### src/rtl/opr_shift_reg_if.sv
// opr_shift_reg_if: load/shift controls and digit/status outputs of the operand shift register
interface opr_shift_reg_if #(
    parameter int WIDTH = 8,
    parameter int STEP  = 1
);
    localparam int RW = $clog2(WIDTH / STEP + 1);
    logic             load_i;
    logic             shift_i;
    logic [WIDTH-1:0] din_i;
    logic [STEP-1:0]  dout_o;
    logic             dout_valid_o;
    logic [RW-1:0]    remaining_o;
    logic             done_o;
    logic             rest_zero_o;
    logic             overrun_o;
    modport slave (
        input  load_i, shift_i, din_i,
        output dout_o, dout_valid_o, remaining_o, done_o, rest_zero_o, overrun_o
    );
    modport master (
        output load_i, shift_i, din_i,
        input  dout_o, dout_valid_o, remaining_o, done_o, rest_zero_o, overrun_o
    );
endinterface

### src/rtl/opr_shift_reg.sv
// opr_shift_reg: multiplier operand shift register, emits STEP-bit digits LSB first
module opr_shift_reg #(
    parameter int WIDTH  = 8,
    parameter int STEP   = 1,
    parameter int SIGNED = 0
) (
    input  logic               clk,
    input  logic               rst_n,
    opr_shift_reg_if.slave     bus
);
    localparam int DIGITS = WIDTH / STEP;
    localparam int RW     = $clog2(DIGITS + 1);

    if (WIDTH < 2 || (STEP != 1 && STEP != 2) || (WIDTH % STEP) != 0) begin : g_bad_param
        $error("opr_shift_reg: illegal WIDTH=%0d / STEP=%0d", WIDTH, STEP);
    end

    typedef enum logic [1:0] {IDLE, ACTIVE, DONE} state_t;

    state_t           state_q, state_d;
    logic [WIDTH-1:0] reg_q, reg_d;
    logic [STEP-1:0]  dout_q, dout_d;
    logic [RW-1:0]    rem_q, rem_d;
    logic             valid_q, valid_d;
    logic             ovr_q, ovr_d;
    logic             fill;

    assign fill = (SIGNED != 0) ? reg_q[WIDTH-1] : 1'b0;

    always_ff @(posedge clk or negedge rst_n) begin
        if (!rst_n) begin
            state_q <= IDLE;
            reg_q   <= '0;
            dout_q  <= '0;
            rem_q   <= '0;
            valid_q <= 1'b0;
            ovr_q   <= 1'b0;
        end else begin
            state_q <= state_d;
            reg_q   <= reg_d;
            dout_q  <= dout_d;
            rem_q   <= rem_d;
            valid_q <= valid_d;
            ovr_q   <= ovr_d;
        end
    end

    // load beats shift; a shift outside ACTIVE only raises the sticky overrun
    always_comb begin
        state_d = state_q;
        reg_d   = reg_q;
        dout_d  = dout_q;
        rem_d   = rem_q;
        valid_d = 1'b0;
        ovr_d   = ovr_q;
        if (bus.load_i) begin
            reg_d   = bus.din_i;
            rem_d   = RW'(DIGITS);
            state_d = ACTIVE;
            ovr_d   = 1'b0;
        end else if (bus.shift_i) begin
            if (state_q == ACTIVE) begin
                dout_d  = reg_q[STEP-1:0];
                valid_d = 1'b1;
                reg_d   = {{STEP{fill}}, reg_q[WIDTH-1:STEP]};
                rem_d   = rem_q - RW'(1);
                state_d = (rem_q == RW'(1)) ? DONE : ACTIVE;
            end else begin
                ovr_d = 1'b1;
            end
        end
    end

    assign bus.dout_o       = dout_q;
    assign bus.dout_valid_o = valid_q;
    assign bus.remaining_o  = rem_q;
    assign bus.done_o       = (state_q == DONE);
    assign bus.rest_zero_o  = (reg_q == {WIDTH{fill}});
    assign bus.overrun_o    = ovr_q;
endmodule

### src/flat_wrapper.sv
// flat-port wrapper written by rule: the top's interface ports become plain ports
module opr_shift_reg_flat 
#(
    parameter int WIDTH  = 8,
    parameter int STEP   = 1,
    parameter int SIGNED = 0
)
  (clk, rst_n, bus_load_i, bus_shift_i, bus_din_i, bus_dout_o, bus_dout_valid_o, bus_remaining_o, bus_done_o, bus_rest_zero_o, bus_overrun_o);
  opr_shift_reg_if #(.WIDTH(WIDTH), .STEP(STEP)) bus_i ();
  input  logic clk;
  input  logic rst_n;
  input wire logic [$bits(bus_i.load_i)-1:0] bus_load_i;
  input wire logic [$bits(bus_i.shift_i)-1:0] bus_shift_i;
  input wire logic [$bits(bus_i.din_i)-1:0] bus_din_i;
  output wire logic [$bits(bus_i.dout_o)-1:0] bus_dout_o;
  output wire logic [$bits(bus_i.dout_valid_o)-1:0] bus_dout_valid_o;
  output wire logic [$bits(bus_i.remaining_o)-1:0] bus_remaining_o;
  output wire logic [$bits(bus_i.done_o)-1:0] bus_done_o;
  output wire logic [$bits(bus_i.rest_zero_o)-1:0] bus_rest_zero_o;
  output wire logic [$bits(bus_i.overrun_o)-1:0] bus_overrun_o;
  assign bus_i.load_i = bus_load_i;
  assign bus_i.shift_i = bus_shift_i;
  assign bus_i.din_i = bus_din_i;
  assign bus_dout_o = bus_i.dout_o;
  assign bus_dout_valid_o = bus_i.dout_valid_o;
  assign bus_remaining_o = bus_i.remaining_o;
  assign bus_done_o = bus_i.done_o;
  assign bus_rest_zero_o = bus_i.rest_zero_o;
  assign bus_overrun_o = bus_i.overrun_o;
  opr_shift_reg #(.WIDTH(WIDTH), .STEP(STEP), .SIGNED(SIGNED)) u_core (.clk(clk), .rst_n(rst_n), .bus(bus_i));
endmodule
### config.mk
export PLATFORM = sky130hd
export DESIGN_NAME = opr_shift_reg_flat
export DESIGN_NICKNAME = d
export VERILOG_FILES = /design/src/rtl/opr_shift_reg_if.sv /design/src/rtl/opr_shift_reg.sv /design/src/flat_wrapper.sv
export SDC_FILE = /design/constraint.sdc
export NUM_CORES = 1
export LEC_CHECK = 0
export ABC_CLOCK_PERIOD_IN_PS = 1450
export CAP_MARGIN = 20
export CORE_ASPECT_RATIO = 1.25
export CORE_MARGIN = 5
export CORE_UTILIZATION = 46
export DETAILED_ROUTE_END_ITERATION = 8
export HOLD_SLACK_MARGIN = 0.08
export PLACE_DENSITY = 0.86
export SLEW_MARGIN = 20
export SYNTH_ARGS = -nofsm -noshare
export SYNTH_HDL_FRONTEND = slang
export SYNTH_SLANG_ARGS = --single-unit
### constraint.sdc
create_clock -name clk -period 1.45 [get_ports clk]
set_input_delay 0.2175 -clock clk [delete_from_list [all_inputs] [get_ports clk]]
set_output_delay 0.2175 -clock clk [all_outputs]
set_load 0.01 [all_outputs]
# ---- Word level (Yosys, flattened, before mapping)
# Cells that the tools add are included.
dict set report op_classes {
  add_sub_neg 1
  n_mul 0
  div 0
  order_cmp 0
  eq_ne 4
  shift 0
  mux 16
  bitwise 1
  reduce_logical 6
}
# op count
set op_table {}
lappend op_table {{8-bit 2-to-1 mux} 3}
lappend op_table {{4-bit 2-to-1 mux} 3}
lappend op_table {{8-bit zero test} 1}
lappend op_table {{2-bit 2-to-1 mux} 4}
lappend op_table {{1-bit 2-to-1 mux} 6}
lappend op_table {{4-bit by 1-bit equality test with 1-bit output, second input constant} 1}
lappend op_table {{2-bit AND reduction} 2}
lappend op_table {{2-bit nonzero test} 2}
lappend op_table {{4-bit by 1-bit subtractor with 4-bit output, second input constant} 1}
lappend op_table {{3-bit AND reduction} 1}
lappend op_table {{2-bit by 1-bit equality test with 1-bit output, second input constant} 1}
lappend op_table {{2-bit equality test, second input constant} 1}
lappend op_table {{2-bit != test, second input constant} 1}
lappend op_table {{1-bit inverter} 1}
dict set report word_totals {
  register_bits 17
  latchBits 0
  ramBits 0
  rom_bits 0
  input_bits 12
  output_inout_bits 9
  n_memories 0
}

# ---- Longest topological paths before layout
# Gate-level depths: netlist of the first run.
dict set report logic_depth {
  depth_word 5
  depth_mapped 5
  depth_no_buf 5
}

# ---- Worst setup path after synthesis of the first run
# No wires, ideal clock.
dict set report synth_timing {
  path_type {flip-flop to output port}
  startpoint {register u_core.reg_q[3]}
  endpoint {output port bus_rest_zero_o}
  t_arrival_ns 1.059
  slack_ns 0.174
  stages_incl_launch_ff 3
  path_buffers 0
  path_cell_list {dfrtp_1 or4_1 nor2_1}
}
dict set report synth_via {
  elab_chain_len 1
}
# element line
set synth_rtl {}
lappend synth_rtl {{start: declaration} opr_shift_reg.sv:21} ;# logic [WIDTH-1:0] reg_q, reg_d;
lappend synth_rtl {{start signal: assignment} opr_shift_reg.sv:40} ;# reg_q <= reg_d;
lappend synth_rtl {{8-bit zero test} opr_shift_reg.sv:78} ;# assign bus.rest_zero_o = (reg_q == {WIDTH{fill}});
lappend synth_rtl {{end: declaration} flat_wrapper.sv:19} ;# output wire logic [$bits(bus_i.rest_zero_o)-1:0] bus_rest_zero_o;
# Every way passes these cells.

# ---- Worst setup path in the final report of the first run
dict set report layout_timing {
  startpoint {register u_core.reg_q[1]}
  endpoint {output port bus_rest_zero_o}
}
# Same word-level chain as after synthesis.

==> results of run 1 <==
-- logic make-up (layout without fill, tap and decap cells) --
group / after synthesis / after routing / share of synthesized area [%]
mux: 1 / 1 / 1.41
compound gates: 24 / 24 / 15.6
simple gates: 34 / 34 / 22.3
fa+ha+maj: 2 / 2 / 3.12
buf+inv: 8 / 41 / 4.37
flops: 17 / 17 / 53.1
-- power breakdown --
part           switching, mW  internal, mW  leakage [nW]  total [mW]
Combinational          0.113         0.154         0.300       0.267
Sequential            0.0281         0.518         0.203       0.546
Clock                  0.145         0.107        0.0150       0.252
-- metal layers --
layer | global-route usage [%] | up-vias | wire length [um]
met5 | 0 | - | 0
met4 | 6.72 | 0 | 42
met3 | 1.92 | 7 | 140
met2 | 21.8 | 26 | 772
met1 | 17.7 | 323 | 735
li1 | - | 352 | -
-- path summary, 6_finish.rpt --
kind                                        endpoint  depth (start not counted)                       from
min                        u_core.bus.remaining_o[0]                          2                      rst_n
max reg2reg                u_core.bus.remaining_o[2]                          6  u_core.bus.remaining_o[0]
min reg2reg                     u_core.bus.overrun_o                          2       u_core.bus.overrun_o
max                                  bus_rest_zero_o                          3            u_core.reg_q[1]
max in group asynchronous  u_core.bus.remaining_o[3]                          2                      rst_n
min in group clk                     u_core.reg_q[7]                          3               bus_din_i[7]
-- registers in the layout (all words and copies together), names as in the netlist --
| register | flops |
|---|---|
| u_core.reg_q | 8 |
| u_core.bus.dout_valid_o | 1 |
| u_core.bus.overrun_o | 1 |
| u_core.bus.remaining_o | 4 |
| u_core.bus.dout_o | 1 |
| u_core.state_q | 2 |
-- final cells by class --
class / instances / share of cell area, %
Sequential cell: 17 / 36.8
Clock buffer: 4 / 2.27
Multi-Input combinational cell: 61 / 30.7
Tap cell: 18 / 1.95
Timing Repair Buffer: 33 / 27.0
Inverter: 4 / 1.30
-- what timing repair did --
item,in CTS,in global routing
resized for setup,7,4
gates cloned,0,0
setup endpoints to repair,5,2
setup buffers,3,2
pin swaps,2,2
-- worst max-delay path, cell delays in order, from the launching register on --
cell and delay (ns):
dfrtp_1 0.40, or4_4 0.55, nor2_4 0.13, buf_6 0.10
-- cells in the final DEF, fill, tap and decap left out, drive strengths merged --
cell           synthesis  routed
nor2b                  7       7
dlygate4sd2            0       1
and3                   1       1
o21bai                 1       1
or4                    2       2
nor2                   5       5
clkdlybuf4s50          0      17
a21oi                 20      20
dlymetal6s2s           0       1
nand3b                 1       1
ha                     2       2
nor3                   1       1
a21o                   1       1
dfrtp                 17      17
clkbuf                 2       4
and3b                  1       1
o21ai                  2       2
buf                    2      14
nand2b                 2       2
or3                    1       1
inv                    4       4
nand2                 12      12
nand3                  1       1
mux2                   1       1
==> impl_metrics.json, run 1 <==
{
  "ys_seq_area_share_pct": 53.1,
  "post_drt_wl_per_cell_um": 12.3,
  "port_buffers": 20,
  "hpwl_mm": 1.21,
  "dr.pass1.iters": 4,
  "fin_tns_setup_ns": -0.228,
  "htree_levels": 1,
  "worst_setup_path_start_kind": "flop",
  "final_area_um2": 1160,
  "status": "finished with violations",
  "synthesis.nets": 100,
  "synth-main-ff-cell": "dfrtp_1",
  "async_reset_ff_share_pct": 100,
  "drcViolationCount": 0,
  "num_vias": 708,
  "grt_pass1_wl_mm": 2.75,
  "final_core_utilization_pct": 71.4,
  "holdWs_ns": 0.247,
  "grt_pass1_vias": 670,
  "synth_common_cells": "20 x a21oi_1, 17 x dfrtp_1, 12 x nand2_1",
  "dp.cells": 128,
  "rsz0062_at_grt": "true",
  "drtIter0Drc": 20,
  "cts_made_buffers": 3,
  "crit_type": "reg -> out",
  "yosysMostFrequentCell": "a21oi_1",
  "coreArea_um2": 1620,
  "final-seq-area_um2": 425,
  "min_path_type": "in -> async",
  "tightestPinTransition_ns": 0.220,
  "final-max-slew-violation-count": 0,
  "worst_ep_required_time_ns": 1.23,
  "worst_slack_ns": -0.228,
  "peakVddDrop_mv": 0.537,
  "final_nets": 134,
  "power.total_mw": 1.07,
  "report.final.hold_viol_count": 0,
  "die-area_um2": 2680,
  "ant_nets": 0,
  "clock_skew_ns": 0.00214,
  "cp_data_arrival_time_ns": 1.46,
  "via_per_inst": 5.17,
  "grt_antenna_before_repair": 0,
  "clk_latency_ns": 0.29,
  "clkTransAtPathRegs_ns": 0.09,
  "drt-total-wl_mm": 1.69,
  "slew_headroom_pct": 85.3,
  "pre_cts_ws_ns": -0.339,
  "clock_sinks": 17,
  "gr-total-overflow": 0,
  "area_growth_pct": 44.5,
  "io_pins": 21,
  "total_leakage_power_nw": 0.518,
  "drive_above_1_share_pct": 18.5,
  "fin_crit_ns": 1.68,
  "die_w_um": 47.3,
  "clock_path_buffers": 2,
  "fp-row-count": 16,
  "grt_max_degree": 24,
  "synth.area.top_cells": "dfrtp_1 53%, a21oi_1 13%, nand2_1 5.6%, nor2b_1 5.5%, ha_1 3.1%",
  "max_freq_mhz": 596,
  "grt_use_total_pct": 13.8,
  "cts_hold_buffers": 0,
  "setup_viol": 1,
  "cp_max_fo": 2,
  "fin_cells": 137,
  "ys_ff_latch": 17,
  "cts_tree": "yes",
  "diodes": 0,
  "violations": "setup timing",
  "postSynthAreaPerCell_um2": 9.31,
  "synth_area_um2": 801,
  "powerDensity_nw_per_um2": 921,
  "fillers": 122,
  "yosysTopAreaCell": "dfrtp_1",
  "min_period_over_period_pct": 116,
  "rrSetupSlack_ns": 0.09,
  "syn-instance-count": 86,
  "synth_cell_type_count": 22,
  "cts_root_buf": "clkbuf_4",
  "synth-edff-count": 0,
  "dieHeight_um": 56.7,
  "multi_input_area_um2": 355,
  "placed_cell_area_um2": 1080,
  "yosysWarningCount": 0,
  "gp_congestion": 0.774,
  "synth_top_cell_area_share_pct": 53.1,
  "drv_cap": 0,
  "critPathCaptureType": "primary output",
  "initial_core_util_pct": 49.4
}
No activity file was read; power rests on OpenSTA's default activity.
==> run 2: changes to the inputs <==
--- a/config.mk
+++ b/config.mk
@@ -7,12 +7,14 @@
 export LEC_CHECK = 0
 export ABC_CLOCK_PERIOD_IN_PS = 1450
 export CAP_MARGIN = 20
+export CELL_PAD_IN_SITES_DETAIL_PLACEMENT = 0
+export CELL_PAD_IN_SITES_GLOBAL_PLACEMENT = 2
 export CORE_ASPECT_RATIO = 1.25
 export CORE_MARGIN = 5
-export CORE_UTILIZATION = 46
+export CORE_UTILIZATION = 27
 export DETAILED_ROUTE_END_ITERATION = 8
 export HOLD_SLACK_MARGIN = 0.08
-export PLACE_DENSITY = 0.86
+export PLACE_DENSITY = 0.85
 export SLEW_MARGIN = 20
 export SYNTH_ARGS = -nofsm -noshare
 export SYNTH_HDL_FRONTEND = slang
==> run 2 against run 1 <==
  * The flow still finishes with violations (setup timing)
  * Non-clock buffer count up 3
  * Maximum frequency up 0.35%
  * Largest cell class unchanged
  * Critical endpoint unchanged
  * First-iteration DRC count down 45%
  * Via count up 1.8%
  * Global-route usage down 4.2 points
==> impl_metrics.json, run 2 (synthesis results as in run 1) <==
{
  "clock_path_buffers": 2,
  "coreArea_um2": 2890,
  "gp_congestion": 0.730,
  "clk_latency_ns": 0.28,
  "min_path_type": "in -> async",
  "cts_made_buffers": 3,
  "status": "finished with violations",
  "drcViolationCount": 0,
  "rsz0062_at_grt": "true",
  "timing.rr.end": "u_core.bus.remaining_o[2]",
  "area_growth_pct": 46.2,
  "io_pins": 21,
  "drv_cap": 0,
  "crit_type": "reg -> out",
  "final_common_cell": "a21oi_1",
  "pre_cts_ws_ns": -0.322,
  "clkTransAtPathRegs_ns": 0.10,
  "powerDensity_nw_per_um2": 902,
  "hpwl_mm": 1.35,
  "htree_levels": 1,
  "drive_above_1_share_pct": 20.5,
  "final-max-slew-violation-count": 0,
  "r2r_start": "u_core.bus.remaining_o[1]",
  "worst_setup_path_start_kind": "flop",
  "cp_max_fo": 2,
  "initial_core_util_pct": 27.7,
  "crit_path_start": "u_core.reg_q[4]",
  "report.final.hold_viol_count": 0,
  "port_buffers": 20,
  "worst_slack_ns": -0.222,
  "grt_max_degree": 18,
  "peakVddDrop_mv": 0.484,
  "cts_tree": "yes",
  "multi_input_area_um2": 347,
  "reg2reg_depth": 6,
  "grt_antenna_before_repair": 0,
  "dieHeight_um": 70.9,
  "num_vias": 721,
  "die_w_um": 58.7,
  "slew_headroom_pct": 83.6,
  "drt-total-wl_mm": 1.82,
  "cts_hold_buffers": 0,
  "power.total_mw": 1.06,
  "ant_nets": 0,
  "grt_pass1_vias": 777,
  "critPathCaptureType": "primary output",
  "largest-register": "u_core.reg_q",
  "fillers": 323,
  "largest_reg_flops": 8,
  "final_cell_mix": "20 x a21oi_1, 16 x clkdlybuf4s50_1, 16 x buf_4, 16 x dfrtp_1, 12 x nand2_1",
  "total_leakage_power_nw": 0.524,
  "rrSetupSlack_ns": 0.10,
  "grt_use_total_pct": 9.64,
  "post_drt_wl_per_cell_um": 11.5,
  "tightestPinTransition_ns": 0.245,
  "final-seq-area_um2": 427,
  "drtIter0Drc": 11,
  "gr-total-overflow": 0,
  "min_period_over_period_pct": 115,
  "fin_crit_ns": 1.67,
  "setup_viol": 1,
  "grt_pass1_wl_mm": 3.19,
  "dr.pass1.iters": 4,
  "worst_ep_required_time_ns": 1.23,
  "die-area_um2": 4160,
  "diodes": 0,
  "fp-row-count": 22,
  "final_nets": 137,
  "via_per_inst": 4.56,
  "clock_sinks": 17,
  "clock_skew_ns": 0.0104,
  "cp_data_arrival_time_ns": 1.45,
  "violations": "setup timing",
  "max_freq_mhz": 598,
  "cts_root_buf": "clkbuf_4"
}
-- run 2: cell types whose count changed in the layout (fill, tap and decap cells not counted), sizes merged --
cell / delta
clkdlybuf4s50: -1
dlygate4sd2: +2
buf: +3
dlymetal6s2s: -1
-- run 2: how the worst max path moves through the flow --
| stage | endpoint | slack [ns] | cells past startpoint |
|---|---|---|---|
| finish | bus_rest_zero_o | -0.22 | 3 |
| CTS | bus_rest_zero_o | -0.22 | 3 |
| detailed placement | bus_rest_zero_o | -0.32 | 3 |
| global placement | bus_rest_zero_o | -0.32 | 3 |
| floorplan | bus_rest_zero_o | 0.17 | 2 |
| global route | bus_rest_zero_o | -0.30 | 3 |
-- run 2: cell type report --
type	instances	share of cell area, %
tap	36	3.85
inverter	4	1.28
sequential	17	36.4
multi-input combinational	61	29.6
clock buffer	4	2.24
timing repair buffer	36	26.6
-- run 2: metal layers --
metal  wire, um  global-route usage (%)  vias up
li1           -                       -      362
met1        757                    10.6      342
met2        953                    17.6       15
met3         99                    2.01        2
met4          8                    3.78        0
met5          0                       0        -
-- run 2: metrics by stage --
stage,TNS [ns],area (um^2),utilization (%),hold WS (ns),cells
2_1_floorplan,0,801,-,-0.0781,86
3_3_place_gp,-0.408,1110,38.4,0.483,149
3_5_place_dp,-0.455,1110,38.4,0.489,149
4_1_cts,-0.221,1160,40.2,0.248,157
5_1_grt,-0.298,1170,40.5,0.278,158
6_report,-0.222,1170,40.5,0.245,158
-- run 2: power breakdown --
part	leakage [nW]	switching, mW	internal (mW)
clock	0.0150	0.139	0.107
sequential	0.201	0.0285	0.518
combinational	0.308	0.113	0.151
-- run 2: critical path, stage by stage (launching register included) --
cell,delay (ns)
dfrtp_1,0.39
or4_4,0.54
nor2_2,0.12
buf_2,0.13
-- run 2: repair_timing --
action	CTS	global route
setup endpoints to repair	6	2
buffers inserted	4	1
resized for setup	9	1
pin swaps	0	3
